===== config.mk =====
export PLATFORM = sky130hd
export DESIGN_NAME = cru_arbiter
export DESIGN_NICKNAME = d
export VERILOG_FILES = /design/src/rtl/cru_arbiter.sv
export SDC_FILE = /design/constraint.sdc
export NUM_CORES = 1
export LEC_CHECK = 0
export BUFFER_PORTS_ARGS = -buffer_cell sky130_fd_sc_hd__clkbuf_2
export CAP_MARGIN = 20
export CORE_AREA = 2 2 80 82
export CTS_CLUSTER_SIZE = 16
export DETAILED_ROUTE_END_ITERATION = 12
export DIE_AREA = 0 0 82 84
export PLACE_DENSITY = 0.69
export SLEW_MARGIN = 25
export SYNTH_ARGS = -nofsm -noshare
export SYNTH_HDL_FRONTEND = slang
export SYNTH_SLANG_ARGS = --single-unit

===== constraint.sdc =====
create_clock -name clk -period 2.7 [get_ports clk]
set_input_delay 0.54 -clock clk [delete_from_list [all_inputs] [get_ports clk]]
set_output_delay 0.54 -clock clk [all_outputs]
set_load 0.01 [all_outputs]

===== src/rtl/cru_arbiter.sv =====
// -----------------------------------------------------------------------------
// cru_arbiter
//
// Shares a single cru_shared twiddle-multiply unit between NREQ requesters.
// Requests are arbitrated round-robin; once a granted request stalls on
// cru_req_ready the grant is locked so the CRU-side request stays stable.
// Every accepted request pushes its requester index into a tag FIFO. CRU
// responses come back in order and are routed to the requester at the FIFO
// head. Both paths are zero-cycle (purely combinational through the arbiter).
//
// Ports:
//   clk, rst                 clock, asynchronous active-high reset
//   m_req_valid/ready        per-requester request handshake
//   m_xr, m_xi, m_angle_idx  packed per-requester operands (requester i at
//                            [i*W +: W])
//   m_resp_valid/ready       per-requester response handshake (valid one-hot)
//   m_yr, m_yi               response data, broadcast to all requesters
//   cru_req_*                request channel towards cru_shared
//   cru_resp_*, cru_yr/yi    response channel from cru_shared
//   outstanding              number of CRU transactions in flight
//   err_orphan               sticky: a response arrived with no tag pending
// -----------------------------------------------------------------------------
module cru_arbiter #(
  parameter int DATA_W  = 16,
  parameter int ANGLE_W = 9,
  parameter int NREQ    = 2,
  parameter int MAX_OUT = 4
) (
  input  logic                     clk,
  input  logic                     rst,
  input  logic [NREQ-1:0]          m_req_valid,
  output logic [NREQ-1:0]          m_req_ready,
  input  logic [NREQ*DATA_W-1:0]   m_xr,
  input  logic [NREQ*DATA_W-1:0]   m_xi,
  input  logic [NREQ*ANGLE_W-1:0]  m_angle_idx,
  output logic [NREQ-1:0]          m_resp_valid,
  input  logic [NREQ-1:0]          m_resp_ready,
  output logic [DATA_W-1:0]        m_yr,
  output logic [DATA_W-1:0]        m_yi,
  output logic                     cru_req_valid,
  input  logic                     cru_req_ready,
  output logic [DATA_W-1:0]        cru_xr,
  output logic [DATA_W-1:0]        cru_xi,
  output logic [ANGLE_W-1:0]       cru_angle_idx,
  input  logic                     cru_resp_valid,
  output logic                     cru_resp_ready,
  input  logic [DATA_W-1:0]        cru_yr,
  input  logic [DATA_W-1:0]        cru_yi,
  output logic [$clog2(MAX_OUT):0] outstanding,
  output logic                     err_orphan
);

  localparam int IDX_W = (NREQ > 1) ? $clog2(NREQ) : 1;
  localparam int PTR_W = (MAX_OUT > 1) ? $clog2(MAX_OUT) : 1;
  localparam int CNT_W = $clog2(MAX_OUT) + 1;

  // Arbitration state
  logic [IDX_W-1:0] r_rr_ptr;
  logic             r_lock;
  logic [IDX_W-1:0] r_gsel;

  // Tag FIFO state
  logic [IDX_W-1:0] r_tag_mem [MAX_OUT];
  logic [PTR_W-1:0] r_wr_ptr;
  logic [PTR_W-1:0] r_rd_ptr;
  logic [CNT_W-1:0] r_count;
  logic             r_err_orphan;

  // Per-requester operand views
  logic [DATA_W-1:0]  w_xr_arr  [NREQ];
  logic [DATA_W-1:0]  w_xi_arr  [NREQ];
  logic [ANGLE_W-1:0] w_ang_arr [NREQ];

  logic [2*NREQ-1:0] w_dbl;
  logic [NREQ-1:0]   w_rot;
  logic [IDX_W-1:0]  w_off;
  logic [IDX_W:0]    w_sum;
  logic [IDX_W-1:0]  w_rr_grant;
  logic [IDX_W-1:0]  w_grant;
  logic [IDX_W-1:0]  w_grant_inc;
  logic              w_full;
  logic              w_empty;
  logic              w_req_valid;
  logic              w_accept;
  logic              w_pop;
  logic              w_orphan;
  logic [IDX_W-1:0]  w_head;
  logic [PTR_W-1:0]  w_wr_ptr_inc;
  logic [PTR_W-1:0]  w_rd_ptr_inc;

  generate
    for (genvar gi = 0; gi < NREQ; gi++) begin : g_unpack
      assign w_xr_arr[gi]  = m_xr[gi*DATA_W +: DATA_W];
      assign w_xi_arr[gi]  = m_xi[gi*DATA_W +: DATA_W];
      assign w_ang_arr[gi] = m_angle_idx[gi*ANGLE_W +: ANGLE_W];
    end
  endgenerate

  // Round-robin search: rotate the valid vector so that bit 0 corresponds to
  // r_rr_ptr, find the lowest set bit, then add the offset back mod NREQ.
  assign w_dbl = {m_req_valid, m_req_valid};
  assign w_rot = w_dbl[NREQ-1:0] >> r_rr_ptr | w_dbl[2*NREQ-1:NREQ] << (IDX_W'(NREQ) - r_rr_ptr);

  always_comb begin
    w_off = '0;
    for (int j = NREQ - 1; j >= 0; j--) begin
      if (w_rot[j]) begin
        w_off = IDX_W'(j);
      end
    end
  end

  assign w_sum      = {1'b0, r_rr_ptr} + {1'b0, w_off};
  assign w_rr_grant = (w_sum >= (IDX_W+1)'(NREQ)) ? IDX_W'(w_sum - (IDX_W+1)'(NREQ))
                                                  : IDX_W'(w_sum);

  // A locked grant is held until the CRU accepts it.
  assign w_grant     = r_lock ? r_gsel : w_rr_grant;
  assign w_grant_inc = (w_grant == IDX_W'(NREQ - 1)) ? '0 : w_grant + 1'b1;

  // The full check uses the registered count: a pop in the same cycle does
  // not open a slot until the next cycle.
  assign w_full      = (r_count == CNT_W'(MAX_OUT));
  assign w_empty     = (r_count == '0);
  assign w_req_valid = !rst && !w_full && (r_lock || (|m_req_valid));
  assign w_accept    = w_req_valid && cru_req_ready;

  assign cru_req_valid = w_req_valid;
  assign cru_xr        = w_xr_arr[w_grant];
  assign cru_xi        = w_xi_arr[w_grant];
  assign cru_angle_idx = w_ang_arr[w_grant];

  // Response routing follows the oldest outstanding tag.
  assign w_head   = r_tag_mem[r_rd_ptr];
  assign w_pop    = !w_empty && cru_resp_valid && m_resp_ready[w_head];
  // With no tag pending the response is swallowed and flagged.
  assign w_orphan = !rst && w_empty && cru_resp_valid;

  assign cru_resp_ready = !rst && (w_empty || m_resp_ready[w_head]);
  assign m_yr           = cru_yr;
  assign m_yi           = cru_yi;

  generate
    for (genvar gi = 0; gi < NREQ; gi++) begin : g_route
      assign m_req_ready[gi]  = w_accept && (w_grant == IDX_W'(gi));
      assign m_resp_valid[gi] = !rst && !w_empty && cru_resp_valid &&
                                (w_head == IDX_W'(gi));
    end
  endgenerate

  assign w_wr_ptr_inc = (r_wr_ptr == PTR_W'(MAX_OUT - 1)) ? '0 : r_wr_ptr + 1'b1;
  assign w_rd_ptr_inc = (r_rd_ptr == PTR_W'(MAX_OUT - 1)) ? '0 : r_rd_ptr + 1'b1;

  always_ff @(posedge clk or posedge rst) begin
    if (rst) begin
      r_rr_ptr     <= '0;
      r_lock       <= 1'b0;
      r_gsel       <= '0;
      r_wr_ptr     <= '0;
      r_rd_ptr     <= '0;
      r_count      <= '0;
      r_err_orphan <= 1'b0;
    end else begin
      if (w_accept) begin
        r_lock   <= 1'b0;
        r_rr_ptr <= w_grant_inc;
        r_wr_ptr <= w_wr_ptr_inc;
      end else if (w_req_valid) begin
        // Stalled: freeze the grant so the CRU sees a stable request.
        r_lock <= 1'b1;
        r_gsel <= w_grant;
      end

      if (w_pop) begin
        r_rd_ptr <= w_rd_ptr_inc;
      end

      case ({w_accept, w_pop})
        2'b10:   r_count <= r_count + 1'b1;
        2'b01:   r_count <= r_count - 1'b1;
        default: r_count <= r_count;
      endcase

      if (w_orphan) begin
        r_err_orphan <= 1'b1;
      end
    end
  end

  // Tag storage needs no reset; only entries between the pointers are read.
  always_ff @(posedge clk) begin
    if (w_accept) begin
      r_tag_mem[r_wr_ptr] <= w_grant;
    end
  end

  assign outstanding = r_count;
  assign err_orphan  = r_err_orphan;

endmodule


---- Word-level counts from Yosys, hierarchy flattened ----
Memory sizes are Yosys's and may differ from the RTL's.
Index checks and enable logic that the tools add are counted.
word-level totals
  register bits ........................... 11
  word-level logic and storage cells ...... 78
  RAM bits ................................ 4
  input port bits ......................... 122
  output and inout bits ................... 83
  memories kept ........................... 1
memory list
  memory     depth  bits a word  read ports  clocked after Yosys merged registers in  write ports  RTL line  RTL
  r_tag_mem  4      1            1           0                                        1            63        logic [IDX_W-1:0] r_tag_mem [MAX_OUT];
cells by class
  add/sub/neg operators ................... 8
  $lt $le $gt $ge ......................... 3
  reductions and logical operators ........ 24
  bitwise operators ....................... 5
  multiplexer cells ....................... 23
  equality and inequality tests ........... 5
  shifts and indexed selects .............. 2
operators with widths
  kind                                                 count
  two-way mux 16 bit                                   6
  two-way mux 9 bit                                    3
  logical AND 1 bit                                    14
  two-way mux 1 bit                                    11
  == test 2 bit (second input constant)                3
  one-hot mux 3 bit (2 select lines)                   1
  adder 2 x 1 -> 2 bit (second input constant)         2
  >= comparator 2 bit (second input constant)          2
  two-way mux 2 bit                                    2
  nonzero test 2 bit                                   2
  adder 3 x 1 -> 3 bit (second input constant)         1
  == test 3 bit (second input constant)                1
  logical NOT 1 bit                                    3
  logical NOT 3 bit                                    1
  NOT 1 bit                                            3
  subtractor 3 x 1 -> 3 bit (second input constant)    1
  adder 1 x 1 -> 2 bit                                 1
  == test 2 x 1 -> 1 bit (second input constant)       1
  logical OR 1 bit                                     2
  < comparator 1 x 2 -> 1 bit (second input constant)  1
  NOT 1 -> 2 bit                                       1
  OR 2 bit                                             1
  AND reduction 2 bit                                  1
  OR reduction 2 bit                                   1
  other kinds (5)                                      5

---- Logic depth before layout (Yosys ltp) ----
Gate-level depths: netlist of run 1.
  word-level depth ........................ 13
  mapped depth ............................ 10
  mapped depth without buffers ............ 10

---- Least setup slack after synthesis of run 1 ----
No wires, ideal clock.
  kind .................................... reg-to-reg
  start ................................... reg r_rd_ptr[0]
  end ..................................... reg r_count[2] (netlist: outstanding[2])
  library setup time ...................... 0.079 ns
  cell stages (with the launch flop) ...... 10
  setup slack ............................. 0.390 ns
  data required time ...................... 2.621 ns
  buffers on the path ..................... 0
  data arrival time ....................... 2.230 ns
  clock period less this slack ............ 2.310 ns
  cells stage by stage .................... dfrtp_1 -> mux4_2 -> mux2i_1 -> nor2_1 -> ha_1 -> inv_1 -> fa_1 -> xor2_1 -> nor2_1 -> xor2_1
on the way
  word-level cells in the longest chain between the ends .. 6
  elaborated cells between the ends (all ways) .. 8
  classes of those cells .................. eq/ne: 2; mux: 3; reduce/logical: 2; memory: 1
ends and longest elaborated chain
  element                                                                   RTL line  RTL
  start: declaration                                                        65        logic [PTR_W-1:0] r_rd_ptr;
  start signal: assignment                                                  175       r_rd_ptr <= w_rd_ptr_inc;
  memory read (4 x 1 bit) (*)                                               --
  two-way mux 1 bit (implied by the code) (*) (2 in series)                 135       assign w_pop = !w_empty && cru_resp_valid && m_resp_ready[w_head];
  logical AND 1 bit (*)                                                     135
  net w_pop                                                                 85        logic w_pop;
  == test 2 x 1 -> 1 bit or == test 2 bit (tied branches)                   178       case ({w_accept, w_pop})
  one-hot mux 3 bit (2 select lines) or nonzero test 2 bit (tied branches)  --
  end signal: assignment                                                    179       2'b10: r_count <= r_count + 1'b1;
  end signal: assignment                                                    180       2'b01: r_count <= r_count - 1'b1;
  end signal: assignment                                                    181       default: r_count <= r_count;
  end: declaration                                                          66        logic [CNT_W-1:0] r_count;
The timed path passes the listed nets; every way through them passes the cells marked *. The select of a mux whose other input is x is not followed.
A chain may end at the register's enable or synchronous reset.

---- Final worst setup path of run 1 ----
  start ................................... in m_req_valid[0]
  end ..................................... out cru_angle_idx[0]
on the way
  word-level cells in the longest chain between the ends .. 12
  elaborated cells between the ends (all ways) .. 14
  classes of those cells .................. add/sub: 2; order compare: 1; shift: 2; mux: 7; bitwise: 2
ends and longest elaborated chain
  element                                                                 RTL line  RTL
  start: declaration                                                      31        input logic [NREQ-1:0] m_req_valid,
  >> shifter 2 x 1 -> 2 bit or left shift 2 x 1 -> 2 bit (tied branches)  102       assign w_rot = w_dbl[NREQ-1:0] >> r_rr_ptr | w_dbl[2*NREQ-1:NREQ] << (IDX_W'(NREQ) - r_rr_ptr);
  OR 2 bit (*)                                                            102
  two-way mux 1 bit                                                       107       if (w_rot[j]) begin
  two-way mux 1 bit (*)                                                   107
  adder 1 x 1 -> 2 bit (*)                                                113       assign w_sum = {1'b0, r_rr_ptr} + {1'b0, w_off};
  >= comparator 2 bit or subtractor 1 bit (tied branches)                 114       assign w_rr_grant = (w_sum >= (IDX_W+1)'(NREQ)) ? IDX_W'(w_sum - (IDX_W+1)'(NREQ))
  two-way mux 1 bit (*)                                                   114
  two-way mux 1 bit (*)                                                   118       assign w_grant = r_lock ? r_gsel : w_rr_grant;
  NOT 1 -> 2 bit (implied by the code) (*)                                131       assign cru_angle_idx = w_ang_arr[w_grant];
  two-way mux 9 bit (implied by the code) (*) (3 in series)               131
  end: declaration                                                        44        output logic [ANGLE_W-1:0] cru_angle_idx,
Mark *: on every way between the ends. The rest lies on a longest branch, timed or not. The select of a mux whose other input is x is not followed.

==> results of run 1 <==
## final cells by class
type                            count  area, sq um
Fill cell                         639         3920
Multi-Input combinational cell     90          871
Timing Repair Buffer              142          728
Sequential cell                    15          395
Tap cell                           77         96.3
Clock buffer                        4         45.0
Inverter                           10         37.5
## worst max-delay path, cell delays in order
cell	delay [ns]
clkbuf_2	0.09
inv_1	0.04
maj3_2	0.31
mux2i_4	0.25
buf_12	0.26
mux2_2	0.37
clkbuf_2	0.13
## how the worst min path moves through the flow
stage | start | endpoint | slack (ns) | cells past startpoint
5_1_grt | rst | r_wr_ptr[0] | 0.40 | 2
6_report | rst | r_gsel | 0.35 | 2
3_3_place_gp | err_orphan | err_orphan | 0.44 | 1
3_5_place_dp | err_orphan | err_orphan | 0.46 | 1
2_1_floorplan | rst | err_orphan | 0.39 | 1
4_1_cts | rst | r_lock | 0.37 | 2
## cells in the final DEF, fill, tap and decap left out, drive strengths merged
cell,instances
fa,1
ha,6
xnor2,1
mux2i,4
xor2,2
maj3,1
nor2,7
nand3,2
a21o,3
inv,10
and2,2
o21ai,2
edfxtp,4
nand2,2
or3,1
and3,5
a21oi,1
nor2b,1
mux4,1
buf,2
mux2,44
a211oi,1
nor3,3
dfrtp,11
clkbuf,144
## sequential cells by signal, indices dropped and copies added (netlist names)
signal and cells:
r_rd_ptr 2, r_tag_mem 4, r_gsel 1, r_rr_ptr 1, r_wr_ptr 2, outstanding 3
r_lock 1, err_orphan 1
## metal layers
layer / routed length [um] / global-route usage / share of wire / vias to the layer above
li1: - / - / - / 712
met3: 419 / 0.0314 / 0.10 / 4
met4: 38 / 0.0409 / 0.0090 / 0
met5: 0 / 0 / 0 / -
met2: 2070 / 0.199 / 0.49 / 82
met1: 1680 / 0.145 / 0.40 / 662
## report_power, final
part           switching (mW)  total [mW]  internal (mW)
logic                   0.578        1.22          0.640
clock network          0.0764       0.181          0.104
registers              0.0967       0.430          0.333
total                   0.751        1.83           1.08
## logic make-up after synthesis
kind of cell | synth area share
mux | 0.360
fa+ha+maj | 0.0670
flops | 0.249
buf+inv | 0.203
compound gates | 0.0315
xor+xnor | 0.0166
simple gates | 0.0726
## metrics by stage
step | std cells | util
global route | 338 | 0.357
detailed placement | 334 | 0.349
CTS | 338 | 0.356
finish | 338 | 0.357
global placement | 334 | 0.349
floorplan | 151 | -
## timing repair
action	CTS	global route
gates resized for setup	0	1
hold buffers	0	0
buffers inserted	0	0
endpoints found under the setup margin	0	1
==> results.cfg, run 1 <==
[status]
outcome = finished clean

[cts]
cts.htree.levels = 1
cts_buffers = 3
cts.clk_slew.worst_paths_ns = 0.06
cts_tree = yes
clock_path_buffers = 2
clk_latency_ns = 0.24
clockRootBuffer = clkbuf_8
clock_sinks = 15

[logic_synthesis]
ys_async_sr_fraction = 0.733
synthTopCellsByCount = mux2_2, buf_4, dfrtp_1, inv_1, nor2_1
synth_area_per_cell_sq_um = 10.5
ys_ff_latch = 15
synth_edf_count = 4
synthesis.area_sq_um = 1590
synth_cells = 151
synth_top_cell_area_share = 0.277
syn_nets = 280
synthFlopType = dfrtp_1
synth.distinct_cells = 27
ys_seq_area_frac = 0.249
synth.area.top_cells = mux2_2, dfrtp_1, buf_4
ys_warn_count = 0
synth_most_common_cell = mux2_2
yosys.area.top_type = mux2_2

[worst_setup_path]
crit_arrival_ns = 2.01
critical_path_required_ns = 2.16
r2r_start = r_rd_ptr[0]
worstPathMaxFanout = 41
start_kind = primary input
critPathKind = primary input to output pin
end_kind = output pin
worstSetupStartpoint = m_req_valid[0]
ff2ff_setup_slack_ns = 0.27
reg2reg_to = outstanding[2]
reg2regPathDepth = 9
crit_end = cru_angle_idx[0]

[sta]
slew_viol_final = 0
slew_headroom = 0.711
tightest_slew_ns = 0.432
finalHoldViolations = 0
finalSetupTns_ns = 0
fin_crit_sh = 0.946
setup_ws_ns = 0.145
finalSetupViolCount = 0
fin_skew_ns = 0.00219
rsz0062_at_grt = no
period_needed_ns = 2.55
whs_ns = 0.351
max_freq_mhz = 391

[grt]
grt_max_degree = 42
track_usage = 0.119
grt_overflow_total = 0
grt_antenna_before_repair = 0
grt_pass1_vias = 1492
grt_pass1_wl_um = 6510

[floorplanning]
core.rowCount = 29
core_area_sq_um = 6100
io_pins = 205
initial_core_util = 0.260
dieArea_sq_um = 6890
die_w_um = 82
die_h_um = 84

[routing]
routedWlPerCell_um = 12.5
drt_pass1_iterations = 3
first_iter_violations = 32
num_vias = 1460
ant_nets = 0
via_per_inst = 4.32
drc = 0
wl_um = 4210

[cells_and_area]
diodes = 0
drive_gt1_frac = 0.724
fin_nets = 391
final_cell_area_sq_um = 2170
syn2layout_area_growth_pct = 37.0

[placed_design]
place.gp.congestion = 0.746
dp_hpwl_um = 3720
dpl_cell_area_sq_um = 2130
dp_slack_ns = 0.153
io_buffers = 140

[flow_run]
drv_cap = 0

[power]
total_power_mw = 1.83
power_density_nw_per_um2 = 842
peakVddDrop_uv = 439
p_leak_nw = 1.19

[worst_hold_path]
worstHoldPathType = primary input to async pin
Note: power is estimated with default switching activity, not from simulation.
==> inputs of run 2 (changes only) <==
Settings changed: PLACE_DENSITY 0.69 to 0.67, SLEW_MARGIN 25 to not set.
==> run 2 against run 1 <==
Via count rose by 0.62%. Critical path depth did not move. Register-to-register slack got worse by 0.10 ns. Power barely moved. Combinational power barely moved. Utilization barely moved. Wire length fell by 0.19%. Clock skew rose by 0.0012 ns. Sequential share of layout area barely moved. Clock-buffer cell count did not move. Non-clock buffer count did not move. Critical path type unchanged. Critical endpoint is now cru_xi[6]. Largest cell class unchanged.
==> results.cfg, run 2 (same netlist as run 1, synthesis figures left out) <==
[cells_and_area]
fin_nets = 391
final_common_cell = clkbuf_2
regMostFlops = r_tag_mem
fillCellCount = 617
syn2layout_area_growth_pct = 36.8
final_cell_area_sq_um = 2170
drive_gt1_frac = 0.720
largest_register_ffs = 4
mostFrequentLayoutCells = clkbuf_2, mux2_2, dfrtp_1
diodes = 0

[routing]
first_iter_violations = 24
routedWlPerCell_um = 12.4
drt_pass1_iterations = 6
via_per_inst = 4.35
wl_um = 4200
ant_nets = 0
drc = 0
num_vias = 1469

[worst_setup_path]
worstPathMaxFanout = 43
critPathKind = primary input to output pin
cpMaxStageDelayCell = mux2_2
cp_slowest_stage_delay_ns = 0.37
critical_path_required_ns = 2.16
start_kind = primary input
cp_cell_sequence = clkbuf_2 > inv_1 > maj3_2 > mux2i_4 > buf_12 > mux2_2 > clkbuf_2
cpMostUsedCell = clkbuf_2
end_kind = output pin
crit_arrival_ns = 2.00

[sta]
finalHoldViolations = 0
rsz0062_at_grt = no
fin_skew_ns = 0.00343
fin_crit_sh = 0.940
max_freq_mhz = 394
finalSetupTns_ns = 0
period_needed_ns = 2.54
finalSetupViolCount = 0
slew_viol_final = 0
tightest_slew_ns = 0.423
slew_headroom = 0.717

[status]
outcome = finished clean

[cts]
cts_setup_buffers = 0
cts_buffers = 3
cts_tree = yes
cts.htree.levels = 1
cts.clk_slew.worst_paths_ns = 0.06
clk_latency_ns = 0.25
clockRootBuffer = clkbuf_8
clock_path_buffers = 2
cts.repair.resized = 0
clock_sinks = 15
hold_buffers = 0

[floorplanning]
core_area_sq_um = 6100
initial_core_util = 0.260
die_h_um = 84
io_pins = 205
dieArea_sq_um = 6890
core.rowCount = 29
die_w_um = 82

[placed_design]
io_buffers = 140
dpl_cell_area_sq_um = 2130
dp_hpwl_um = 3670
place.gp.congestion = 0.787

[power]
peakVddDrop_uv = 333
p_leak_nw = 1.19
power_density_nw_per_um2 = 842

[grt]
grt_max_degree = 44
grt_antenna_before_repair = 0
grt_overflow_total = 0
grt_pass1_vias = 1481
grt_pass1_wl_um = 6510
track_usage = 0.119

[worst_hold_path]
worstHoldPathType = primary input to async pin

[flow_run]
drv_cap = 0
run 2: per-layer routing:
| metal | routed length [um] | GRT usage | vias to the layer above |
|---|---|---|---|
| met4 | 85 | 0.0500 | 0 |
| met1 | 1630 | 0.143 | 660 |
| met2 | 2070 | 0.197 | 91 |
| met5 | 0 | 0 | - |
| met3 | 417 | 0.0314 | 11 |
| li1 | - | - | 707 |
run 2: stage by stage:
stage                     hold WS, ns   util  instances  power [mW]  worst slack (ns)
after floorplan                 0.392      -        151        1.33             0.390
after global placement          0.442  0.349        334        1.63             0.184
after detailed placement        0.447  0.349        334        1.67             0.134
after CTS                       0.357  0.356        338        1.86             0.142
after global routing            0.376  0.356        338        1.97            0.0151
final                           0.336  0.356        338        1.83             0.163
run 2: worst max-delay path, delay by kind of cell:
family     cells  cell delay (ns)
fa+ha+maj      1             0.31
mux            2             0.59
buf+inv        4             0.52
run 2: path summary, 6_finish.rpt:
path                       depth (start not counted)  slack, ns        endpoint      startpoint
min in group clk                                   1       0.46      err_orphan      err_orphan
min reg2reg                                        1       0.46      err_orphan      err_orphan
max                                                7       0.16       cru_xi[6]  m_req_valid[0]
max in group asynchronous                          2       2.07  outstanding[2]             rst
max reg2reg                                        9       0.17  outstanding[2]     r_rd_ptr[0]
min                                                2       0.34     r_wr_ptr[1]             rst
run 2: final cells by class:
cell class              instances  area (sq um)  area share
multi-input cells              90           868       0.400
repair buffers                142           728       0.335
flip-flops and latches         15           395       0.182
well taps                      77          96.3      0.0444
clock buffers                   4          45.0      0.0207
inverters                      10          37.5      0.0173
run 2: report_power, final:
part           internal, mW  switching [mW]
registers             0.333          0.0954
logic                 0.639           0.581
clock network         0.104          0.0750
==> inputs of run 3 (changes only) <==
Settings changed: ABC_AREA set to 1, PLACE_DENSITY 0.67 to 0.69.
==> run 3 against run 2 <==
Hold slack got worse by 0.015 ns. Critical path depth rose by 1. Utilization rose by 0.90 points. Critical endpoint is now cru_angle_idx[6]. Largest cell class unchanged.
==> results.cfg, run 3 <==
[status]
outcome = finished clean

[cells_and_area]
drive_gt1_frac = 0.418
fillCellCount = 682
fin_util = 0.365
final_common_cell = nand2_1
final_cell_area_sq_um = 2230
diodes = 0
instances_no_fill = 453
regMostFlops = r_tag_mem
syn2layout_area_growth_pct = 31.4
fin_nets = 506
mostFrequentLayoutCells = nand2_1, clkbuf_2, inv_1
largest_register_ffs = 4

[worst_setup_path]
start_kind = primary input
cpMostUsedCell = nand2_1
path_depth = 8
critical_path_required_ns = 2.16
worstPathMaxFanout = 47
end_kind = output pin
cpMaxStageDelayCell = buf_4
cp_cell_sequence = clkbuf_2 > a21oi_1 > nand2_1 > nand2_4 > buf_4 > nand2_1 > nand2_1 > clkbuf_2
crit_arrival_ns = 1.72
cp_slowest_stage_delay_ns = 0.38
r2r_start = r_rd_ptr[0]
reg2reg_to = outstanding[2]
reg2regPathDepth = 13
critPathKind = primary input to output pin
path_buf_inv = 3
crit_family = buffers and inverters
ff2ff_setup_slack_ns = 0.59

[grt]
grt_max_degree = 48
grt_antenna_before_repair = 0
grt_pass1_wl_um = 7160
grt_overflow_total = 0
grt_pass1_vias = 1675
track_usage = 0.129

[floorplanning]
die_h_um = 84
dieArea_sq_um = 6890
core.rowCount = 29
io_pins = 205
initial_core_util = 0.278
die_w_um = 82
core_area_sq_um = 6100

[logic_synthesis]
synth_most_common_cell = nand2_1
synth.distinct_cells = 23
synth_cells = 271
synthesis.area_sq_um = 1690
synth_top_cell_area_share = 0.328
synth.area.top_cells = nand2_1, dfrtp_1, buf_4
ys_async_sr_fraction = 0.733
ys_warn_count = 0
synthFlopType = dfrtp_1
yosys.area.top_type = nand2_1
synthTopCellsByCount = nand2_1, buf_4, inv_1, dfrtp_1
ys_ff_latch = 15
ys_seq_area_frac = 0.233
synth_edf_count = 4
syn_nets = 400
synth_area_per_cell_sq_um = 6.25

[routing]
routedWlPerCell_um = 10.2
first_iter_violations = 57
ant_nets = 0
wl_um = 4600
via_per_inst = 4.24
drt_pass1_iterations = 4
num_vias = 1920
drc = 0

[cts]
clock_sinks = 15
clockRootBuffer = clkbuf_8
cts_tree = yes
clock_path_buffers = 2
hold_buffers = 0
cts.clk_slew.worst_paths_ns = 0.07
cts_setup_buffers = 0
clk_latency_ns = 0.25
cts_buffers = 3
cts.htree.levels = 1
cts.repair.resized = 0

[sta]
slew_headroom = 0.671
finalHoldViolations = 0
fin_crit_sh = 0.838
rsz0062_at_grt = no
slew_viol_final = 0
tightest_slew_ns = 0.493
max_freq_mhz = 442
finalSetupTns_ns = 0
period_needed_ns = 2.26
finalSetupViolCount = 0
fin_skew_ns = 0.0111
whs_ns = 0.321
setup_ws_ns = 0.437

[placed_design]
io_buffers = 140
dp_cells = 449
dp_hpwl_um = 3860
place.gp.congestion = 0.744
dp_slack_ns = 0.427
dpl_cell_area_sq_um = 2180

[flow_run]
drv_cap = 0

[power]
peakVddDrop_uv = 355
power_density_nw_per_um2 = 929
p_leak_nw = 1.45
total_power_mw = 2.07

[worst_hold_path]
worstHoldPathType = primary input to async pin
## run 3: cell count changes in the layout (fill, tap and decap cells not counted), sizes merged, moves of 4 or more
cell and change:
o21ai +4, nand3 +9, mux2i -4, inv +13
and3 -5, mux2 -44, nand2 +147
## run 3: area by class of cell
class,instances,area [sq um],share of cell area
Clock buffer,3,41.3,0.0185
Timing Repair Buffer,142,716,0.322
Inverter,23,88.8,0.0399
Tap cell,77,96.3,0.0433
Clock inverter,1,5.00,0.00225
Sequential cell,15,395,0.178
Multi-Input combinational cell,192,883,0.397
## run 3: power by group
group	switching, mW	internal (mW)	total [mW]
Sequential	0.0801	0.331	0.411
Clock	0.0799	0.102	0.182
Combinational	0.918	0.557	1.48
## run 3: how the worst max path moves through the flow
stage	endpoint	slack, ns	start
floorplan	outstanding[2]	0.72	m_req_valid[0]
global placement	cru_xi[6]	0.43	m_req_valid[1]
detailed placement	cru_xi[6]	0.43	m_req_valid[0]
CTS	cru_xi[6]	0.42	r_lock
global route	cru_xi[6]	0.27	r_lock
finish	cru_angle_idx[6]	0.44	m_req_valid[0]
## run 3: logic make-up (layout without fill, tap and decap cells)
| family | Yosys count | after routing | share of synthesized area |
|---|---|---|---|
| XOR/XNOR | 2 | 2 | 0.0103 |
| AND/OR/NAND/NOR | 171 | 171 | 0.400 |
| flip-flops | 15 | 15 | 0.233 |
| AO/OA/AOI/OAI | 12 | 12 | 0.0554 |
| adder cells (fa/ha/maj) | 7 | 7 | 0.0561 |
| buffers and inverters | 64 | 169 | 0.245 |
## run 3: per-layer routing
layer	wire length, um	GRT usage	part of all wire	vias up
li1	-	-	-	997
met1	1730	0.137	0.38	818
met2	2400	0.241	0.52	97
met3	437	0.0379	0.095	8
met4	35	0.0348	0.0076	0
met5	0	0	0	-
